==> src/rtl/aes_shiftrows_pipe.sv <==
// AES / Rijndael ShiftRows and InvShiftRows stage for NB = 4, 6 or 8 columns.
// The row rotation is combinational on the input side. Results land in a
// 2-entry FIFO, so upstream never loses a state when downstream stalls.
// A wrapping counter records completed output handshakes.

// Rotates one row by a fixed byte count. Column 0 sits in the MS byte, so a
// left rotate (encrypt) moves bytes toward the MSB end.
module aes_row_rot #(
   parameter int NB    = 4,
   parameter int SHIFT = 0
) (
   input  logic [NB*8-1:0] row_i,
   input  logic            dec_i,
   output logic [NB*8-1:0] row_o
);
   localparam int W = NB * 8;
   localparam int K = SHIFT * 8;

   logic [2*W-1:0] dbl;

   // Both rotations are windows into the row concatenated with itself.
   assign dbl   = {row_i, row_i};
   assign row_o = dec_i ? dbl[K +: W] : dbl[W-K +: W];
endmodule

module aes_shiftrows_pipe #(
   parameter int NB    = 4,
   parameter int CNT_W = 16
) (
   input  logic             clk,
   input  logic             rst,
   input  logic             in_valid,
   output logic             in_ready,
   input  logic             in_decrypt,
   input  logic [NB*8-1:0]  in_row0,
   input  logic [NB*8-1:0]  in_row1,
   input  logic [NB*8-1:0]  in_row2,
   input  logic [NB*8-1:0]  in_row3,
   output logic             out_valid,
   input  logic             out_ready,
   output logic             out_decrypt,
   output logic [NB*8-1:0]  out_row0,
   output logic [NB*8-1:0]  out_row1,
   output logic [NB*8-1:0]  out_row2,
   output logic [NB*8-1:0]  out_row3,
   output logic [CNT_W-1:0] blk_count
);
   localparam int W = NB * 8;

   if (!(NB == 4 || NB == 6 || NB == 8)) begin : g_bad_nb
      $fatal(1, "aes_shiftrows_pipe: NB must be 4, 6 or 8");
   end

   // Rijndael row offsets: NB=8 uses 1/3/4, narrower blocks use 1/2/3.
   function automatic int shift_of(int r);
      if (r == 0) return 0;
      if (NB == 8) return (r == 1) ? 1 : (r == 2) ? 3 : 4;
      return r;
   endfunction

   typedef struct packed {
      logic                dec;
      logic [3:0][W-1:0]   rows;
   } ent_t;

   logic [3:0][W-1:0] in_rows;
   logic [3:0][W-1:0] rot_rows;
   ent_t              new_ent;

   ent_t [1:0]        mem_q, mem_d;
   logic              wr_ptr_q, wr_ptr_d;
   logic              rd_ptr_q, rd_ptr_d;
   logic [1:0]        count_q, count_d;
   logic [CNT_W-1:0]  blk_count_q, blk_count_d;
   logic              push, pop;

   assign in_rows = {in_row3, in_row2, in_row1, in_row0};

   for (genvar r = 0; r < 4; r++) begin : g_row
      aes_row_rot #(.NB(NB), .SHIFT(shift_of(r))) u_rot (
         .row_i (in_rows[r]),
         .dec_i (in_decrypt),
         .row_o (rot_rows[r])
      );
   end

   assign new_ent.dec  = in_decrypt;
   assign new_ent.rows = rot_rows;

   // Handshakes come only from registered occupancy, never from out_ready.
   assign in_ready  = (count_q != 2'd2);
   assign out_valid = (count_q != 2'd0);
   assign push      = in_valid && in_ready;
   assign pop       = out_valid && out_ready;

   assign out_decrypt = mem_q[rd_ptr_q].dec;
   assign out_row0    = mem_q[rd_ptr_q].rows[0];
   assign out_row1    = mem_q[rd_ptr_q].rows[1];
   assign out_row2    = mem_q[rd_ptr_q].rows[2];
   assign out_row3    = mem_q[rd_ptr_q].rows[3];
   assign blk_count   = blk_count_q;

   // Next-state for the FIFO pointers, occupancy, storage and block counter.
   always_comb begin
      mem_d       = mem_q;
      wr_ptr_d    = wr_ptr_q;
      rd_ptr_d    = rd_ptr_q;
      count_d     = count_q;
      blk_count_d = blk_count_q;
      if (push) begin
         mem_d[wr_ptr_q] = new_ent;
         wr_ptr_d        = ~wr_ptr_q;
      end
      if (pop) begin
         rd_ptr_d    = ~rd_ptr_q;
         blk_count_d = blk_count_q + 1'b1;
      end
      case ({push, pop})
         2'b10:   count_d = count_q + 2'd1;
         2'b01:   count_d = count_q - 2'd1;
         default: count_d = count_q;
      endcase
   end

   // State registers; reset discards buffered states and clears the counter.
   always_ff @(posedge clk or posedge rst) begin
      if (rst) begin
         mem_q       <= '0;
         wr_ptr_q    <= 1'b0;
         rd_ptr_q    <= 1'b0;
         count_q     <= 2'd0;
         blk_count_q <= '0;
      end else begin
         mem_q       <= mem_d;
         wr_ptr_q    <= wr_ptr_d;
         rd_ptr_q    <= rd_ptr_d;
         count_q     <= count_d;
         blk_count_q <= blk_count_d;
      end
   end
endmodule

==> config.mk <==
export PLATFORM = sky130hd
export DESIGN_NAME = aes_shiftrows_pipe
export DESIGN_NICKNAME = d
export VERILOG_FILES = /design/src/rtl/aes_shiftrows_pipe.sv
export SDC_FILE = /design/constraint.sdc
export NUM_CORES = 1
export LEC_CHECK = 0
export ABC_AREA = 1
export BUFFER_PORTS_ARGS = -buffer_cell sky130_fd_sc_hd__buf_2
export CAP_MARGIN = 20
export CORE_AREA = 2 2 157 159
export CTS_BUF_LIST = sky130_fd_sc_hd__clkbuf_4 sky130_fd_sc_hd__clkbuf_8 sky130_fd_sc_hd__clkbuf_16
export DETAILED_ROUTE_END_ITERATION = 10
export DIE_AREA = 0 0 159 161
export PLACE_DENSITY = 0.79
export SETUP_SLACK_MARGIN = 0.2
export SLEW_MARGIN = 20
export SYNTH_ARGS = -nofsm -noshare
export SYNTH_HDL_FRONTEND = slang
export SYNTH_SLANG_ARGS = --single-unit
==> constraint.sdc <==
create_clock -name clk -period 9.9 [get_ports clk]
set_input_delay 0.495 -clock clk [delete_from_list [all_inputs] [get_ports clk]]
set_output_delay 0.495 -clock clk [all_outputs]
set_load 0.1 [all_outputs]
==> results of run 1 <==
## cell families (layout without fill, tap and decap cells)
logic type | count (synthesis) | after routing
AOI/OAI and AO/OA | 330 | 330
xor gates and xnor gates | 11 | 11
adders and majority gates | 2 | 2
buffers and inverters | 276 | 522
DFF | 278 | 278
other | 0 | 1
and+or+nand+nor | 776 | 776
## cell usage after synthesis, types with 2 or more instances
library cell	count
nand3_1	5
xor2_1	3
o21ai_0	196
buf_4	6
buf_6	14
inv_1	177
dfrtp_1	278
xnor2_1	8
inv_2	3
clkbuf_1	29
buf_2	47
o21ai_1	133
nand4_1	3
nand2_1	746
ha_1	2
nor2_1	15
## worst min-delay path by stage
| stage | from | end | slack (ns) |
|---|---|---|---|
| floorplan | mem_q[225] | mem_q[225] | 0.45 |
| global route | in_row0[22] | mem_q[151] | 0.16 |
| detailed placement | mem_q[131] | mem_q[131] | 0.46 |
| CTS | in_row0[26] | mem_q[155] | 0.13 |
| global placement | mem_q[141] | mem_q[141] | 0.46 |
| finish | rst | mem_q[100] | 0.14 |
## metal layers
| metal | vias up | share of wire [%] | track usage [%] |
|---|---|---|---|
| li1 | 5600 | - | - |
| met1 | 5362 | 44 | 35.2 |
| met2 | 434 | 46 | 39.7 |
| met3 | 63 | 8.0 | 5.06 |
| met4 | 2 | 2.3 | 6.61 |
| met5 | - | 0.040 | 0 |
## flip-flops by register name (all words and copies together) (netlist names)
signal and count:
rd_ptr_q 1, wr_ptr_q 1, count_q 2, blk_count 16, mem_q 258
## cell type report
class / instances / area (um2)
flip-flops and latches: 278 / 6960
fillers: 2075 / 8630
diodes: 1 / 2.50
repair buffers: 288 / 1470
inverters: 180 / 686
clock inverters: 18 / 250
well taps: 324 / 405
clock buffers: 36 / 810
multi-input cells: 1119 / 4750
## through the flow
step / setup slack (ns) / utilization, % / hold slack, ns / std cells
finish: 6.54 / 64.0 / 0.141 / 2244
global route: 6.37 / 64.0 / 0.158 / 2244
CTS: 6.52 / 64.0 / 0.133 / 2243
detailed placement: 6.66 / 59.5 / 0.465 / 2189
global placement: 6.72 / 59.5 / 0.462 / 2189
floorplan: 1.74 / - / 0.449 / 1673
==> metrics.csv, run 1 <==
stage;metric;value;unit
status;status;finished, final reports clean;
cells_and_area;final_cell_mix;nand2_1 (746), buf_2 (279), dfrtp_1 (277), o21ai_0 (196), inv_1 (175);
place;dpl-instance-area;14300;um2
setup_path;worstSetupEndpointType;output port;
synth;synthesis.nets;1808;
setup_path;reg2reg_to;mem_q[196];
synth;synth_top_area_share;53.8;%
sta;fmax;0.297;GHz
grt;grt_overflow_total;0;
sta;setup_viol_count_final;0;
cts;clkTransAtPathRegs;0.06;ns
setup_path;path_cells;buf_4, nand2_1, o21ai_0, buf_2;
run;maxCapViolations;0;
cells_and_area;nets;2031;
setup_path;reg2reg_setup_slack;6.70;ns
drt;route.detailed.drc;0;
synth;synthXorXnorAreaFrac;0.745;%
floorplanning;rows;57;
setup_path;crit_family;buffers and inverters;
floorplanning;fp.dieW;159;um
sta;slew_headroom;30.7;%
sta;tightest_slew;1.04;ns
grt;grt_usage;24.9;%
synth;synth-compound-area-share;12.8;%
synth;ys_warn_count;0;
cts;clock-sinks;278;
place;io_buffers;279;
synth;synth-simple-area-share;23.0;%
synth;synth_edf_count;0;
cells_and_area;layout_commonest_cell;nand2_1;
drt;drt_wl_total;32400;um
synth;synth_area_leaders;dfrtp_1 (54%), nand2_1 (22%), o21ai_0 (7.6%);
grt;grt_max_degree;132;
cts;postCtsResizedCells;0;
sta;finClkSkew;0.00886;ns
sta;maxSlewViolCount;0;
setup_path;r2r-start;count_q[0];
drt;vias_per_cell;5.11;
cells_and_area;final_area;15300;um2
setup_path;slowest_delay;0.80;ns
synth;synth_cells;1673;
setup_path;path_class;reg2out;
drt;dr.first_iter.drc_count;967;
floorplanning;die-area;25600;um2
sta;finalHoldViolCount;0;
setup_path;cp.arrival;2.87;ns
grt;grt_pass1_vias;10800;
cts;cts_tree;yes;
cts;clockBufferDepth;3;
floorplanning;boundaryPins;280;
synth;synth_flop_cell;dfrtp_1;
floorplanning;start_util;53.9;%
floorplanning;core_area;24000;um2
synth;ys_seq_area_share;53.8;%
synth;ys_async_sr_fraction;100;%
setup_path;rr_worst_depth;7;
setup_path;crit_path_start;rd_ptr_q;
synth;synth_top_area_cell;dfrtp_1;
setup_path;crit_fanout;112;
synth;synth_area;12900;um2
sta;period_minus_slack;3.36;ns
cells_and_area;drive_above_1_share;18.4;%
synth;synth_area_per_cell;7.72;um2
drt;via_count;11500;
sta;setup_tns;0;ns
grt;grt_pass1_wl;53100;um
setup_path;critPathBufInv;2;
cts;insertion_delay;0.54;ns
drt;wl_per_cell;14.4;um
cts;htree_levels;1;
sta;rsz0062_at_grt;no;
synth;synthMuxAreaShare;0;%
synth;synth_top_family_by_area;simple AND/OR/NAND/NOR gates;
grt;antenna_found_initial;2;
cts;cts-hold-fix-buffers;0;
setup_path;cp.required;9.41;ns
cts;post_cts_buffers;0;
setup_path;slowest_stage;buf_4;
min_path;hold_path_class;in2async;
drt;drtAntennaViolNets;0;
setup_path;cp-start-kind;flip-flop;
setup_path;cp.depth;4;
place;gp_congestion;0.837;
place;dp_hpwl;20500;um
setup_path;crit_end;out_row1[31];
floorplanning;die_h;161;um
synth;ys_ff_latch;278;
cts;cts_made_buffers;29;
cells_and_area;area_delta_synth_final;18.6;%
sta;fin_crit_sh;34.0;%
cts;ctsRootBufferMaster;clkbuf_16;
drt;drt-pass1-iter-count;6;
synth;synth_fa_ha_area_share;0.194;%
synth;synthDistinctLibCells;24;
Power of run 1 is left out: the tool's default activity adds up to more than one toggle a clock period on the data nets, which glitch-free logic cannot reach.
==> run 2, diff against run 1 <==
--- a/config.mk
+++ b/config.mk
@@ -8,11 +8,11 @@
 export ABC_AREA = 1
 export BUFFER_PORTS_ARGS = -buffer_cell sky130_fd_sc_hd__buf_2
 export CAP_MARGIN = 20
-export CORE_AREA = 2 2 157 159
+export CORE_AREA = 2 2 164 166
 export CTS_BUF_LIST = sky130_fd_sc_hd__clkbuf_4 sky130_fd_sc_hd__clkbuf_8 sky130_fd_sc_hd__clkbuf_16
 export DETAILED_ROUTE_END_ITERATION = 10
-export DIE_AREA = 0 0 159 161
-export PLACE_DENSITY = 0.79
+export DIE_AREA = 0 0 166 168
+export PLACE_DENSITY = 0.77
 export SETUP_SLACK_MARGIN = 0.2
 export SLEW_MARGIN = 20
 export SYNTH_ARGS = -nofsm -noshare
==> constraint.sdc (replaced) <==
create_clock -name clk -period 2.85 [get_ports clk]
set_input_delay 0.1425 -clock clk [delete_from_list [all_inputs] [get_ports clk]]
set_output_delay 0.1425 -clock clk [all_outputs]
set_load 0.1 [all_outputs]
==> run 2 against run 1 <==
Cell area grew 10%. Via count is 6.3% higher. Cell count is 7.2% higher. Die area is 8.9% higher. Clock skew barely moved. Global-route usage is 0.090 points higher. Clock-buffer cell count up 5. Critical path type unchanged. Largest cell class unchanged.
==> metrics.csv, run 2 (synthesis gave the netlist of run 1 again) <==
stage;metric;value;unit;change
sta;period_minus_slack;2.46;ns;
floorplanning;core_area;26400;um2;+10%
drt;drt_wl_total;35900;um;+11%
setup_path;worstSetupEndpointType;output port;;
drt;dr.first_iter.drc_count;982;;+1.6%
grt;grt_pass1_vias;12000;;+12%
drt;wl_per_cell;14.9;um;+3.2%
grt;antenna_found_initial;1;;-1
floorplanning;die_h;168;um;+4.3%
drt;route.detailed.drc;0;;unchanged
cts;clockBufferDepth;3;;unchanged
run;maxCapViolations;0;;unchanged
cells_and_area;final_cell_mix;nand2_1 (746), buf_2 (279), dfrtp_1 (277), o21ai_1 (259), inv_1 (175);;
floorplanning;rows;60;;+5.3%
cts;htree_levels;1;;unchanged
sta;fmax;0.407;GHz;
status;status;finished, final reports clean;;
grt;grt_usage;25.0;%;+0.090 points
cells_and_area;drive_above_1_share;18.1;%;-0.31 points
setup_path;critPathBufInv;2;;unchanged
setup_path;cp-start-kind;flip-flop;;
sta;slew_headroom;38.5;%;+7.8 points
cts;clkTransAtPathRegs;0.06;ns;about the same
setup_path;crit_fanout;84;;-25%
sta;tightest_slew;0.921;ns;-0.119 ns
place;dpl-instance-area;14500;um2;+1.9%
cts;clock-sinks;278;;unchanged
cells_and_area;final_area;16900;um2;+10%
setup_path;slowest_delay;0.69;ns;-0.11 ns
sta;finClkSkew;0.00875;ns;-0.000107 ns
setup_path;cp.arrival;2.32;ns;-0.55 ns
grt;grt_pass1_wl;58300;um;+9.8%
min_path;hold_path_class;in2reg;;
grt;grt_overflow_total;0;;unchanged
sta;maxSlewViolCount;0;;unchanged
place;dp_hpwl;22400;um;+9.0%
place;io_buffers;279;;unchanged
setup_path;path_cells;buf_12, nand2_1, o21ai_1, buf_2;;
drt;drt-pass1-iter-count;8;;+2
cts;cts_tree;yes;;
drt;via_count;12200;;+6.3%
setup_path;crit_family;buffers and inverters;;
sta;finalHoldViolCount;0;;unchanged
grt;grt_max_degree;111;;-16%
floorplanning;boundaryPins;280;;unchanged
floorplanning;start_util;49.0;%;-4.9 points
cells_and_area;post-route-util;64.1;%;+0.10 points
cts;cts_made_buffers;30;;+3.4%
floorplanning;die-area;27900;um2;+8.9%
sta;fin_crit_sh;86.2;%;
sta;setup_viol_count_final;0;;unchanged
drt;vias_per_cell;5.07;;-0.78%
cells_and_area;largest_register;mem_q;;
cts;ctsRootBufferMaster;clkbuf_16;;
cts;insertion_delay;0.54;ns;about the same
setup_path;cp.required;2.71;ns;-6.70 ns
drt;drtAntennaViolNets;0;;unchanged
cells_and_area;largest_reg_flops;258;;unchanged
cells_and_area;layout_commonest_cell;nand2_1;;
cells_and_area;area_delta_synth_final;30.7;%;
floorplanning;fp.dieW;166;um;+4.4%
place;gp_congestion;0.875;;+4.5%
cells_and_area;nets;2174;;+7.0%
setup_path;path_class;reg2out;;
setup_path;slowest_stage;dfrtp_4;;
cells_and_area;fillers;2142;;+3.2%
sta;rsz0062_at_grt;no;;
[run 2: cell count changes in the layout (fill, tap and decap cells not counted), moves of 3 or more]
cell           before  now
o21ai_1           133  259
clkbuf_8            5    8
o21ai_0           196   70
buf_12              0   10
dlygate4sd3_1       0  123
buf_4               8   17
[run 2: metal layers]
metal | vias up | GRT usage [%] | routed length [um]
met4 | 0 | 7.86 | 960
li1 | 5884 | - | -
met2 | 458 | 41.9 | 16900
met3 | 74 | 4.82 | 2750
met1 | 5771 | 33.1 | 15200
met5 | - | 0 | 0
[run 2: area by class of cell]
cell class / instances / area (um2) / share of cell area [%]
Timing Repair Buffer: 430 / 2980 / 17.7
Multi-Input combinational cell: 1119 / 4750 / 28.1
Sequential cell: 278 / 6960 / 41.2
Inverter: 180 / 682 / 4.04
Tap cell: 341 / 427 / 2.53
Clock buffer: 41 / 901 / 5.33
Clock inverter: 14 / 179 / 1.06
Antenna cell: 2 / 5.00 / 0.0296
[run 2: worst paths after layout]
| kind | startpoint | end | depth (start not counted) | slack, ns |
|---|---|---|---|---|
| worst min register to register | mem_q[143] | mem_q[143] | 2 | 0.48 |
| min in group asynchronous | rst | count_q[1] | 3 | 0.23 |
| worst max-delay path | rd_ptr_q | out_row1[29] | 4 | 0.39 |
| worst min-delay path | in_row1[20] | mem_q[189] | 5 | 0.01 |
| worst max register to register | count_q[0] | mem_q[232] | 8 | 0.63 |
| max in group asynchronous | rst | mem_q[169] | 4 | 1.68 |
[run 2: worst min-delay path, cell delays in order]
cell and delay, ns:
buf_2 0.10, inv_1 0.05, o21ai_0 0.09, nand2_1 0.08
nand2_1 0.05
[run 2: what timing repair did]
action	4_1_cts	5_1_grt
endpoints found under the setup margin	0	40
hold buffers	123	0
resized for setup	0	0
setup buffers	0	1
hold endpoints to repair	234	0
[run 2: metrics by stage]
stage	TNS [ns]	std cells	hold slack, ns	worst slack, ns
finish	0	2405	0.0119	0.392
global route	0	2404	0.0279	0.295
CTS	0	2402	0.0000221	0.232
detailed placement	0	2224	0.259	0.811
global placement	0	2224	0.255	0.831
floorplan	-270.17	1673	0.252	-0.972
Power of run 2 is left out for the same reason.
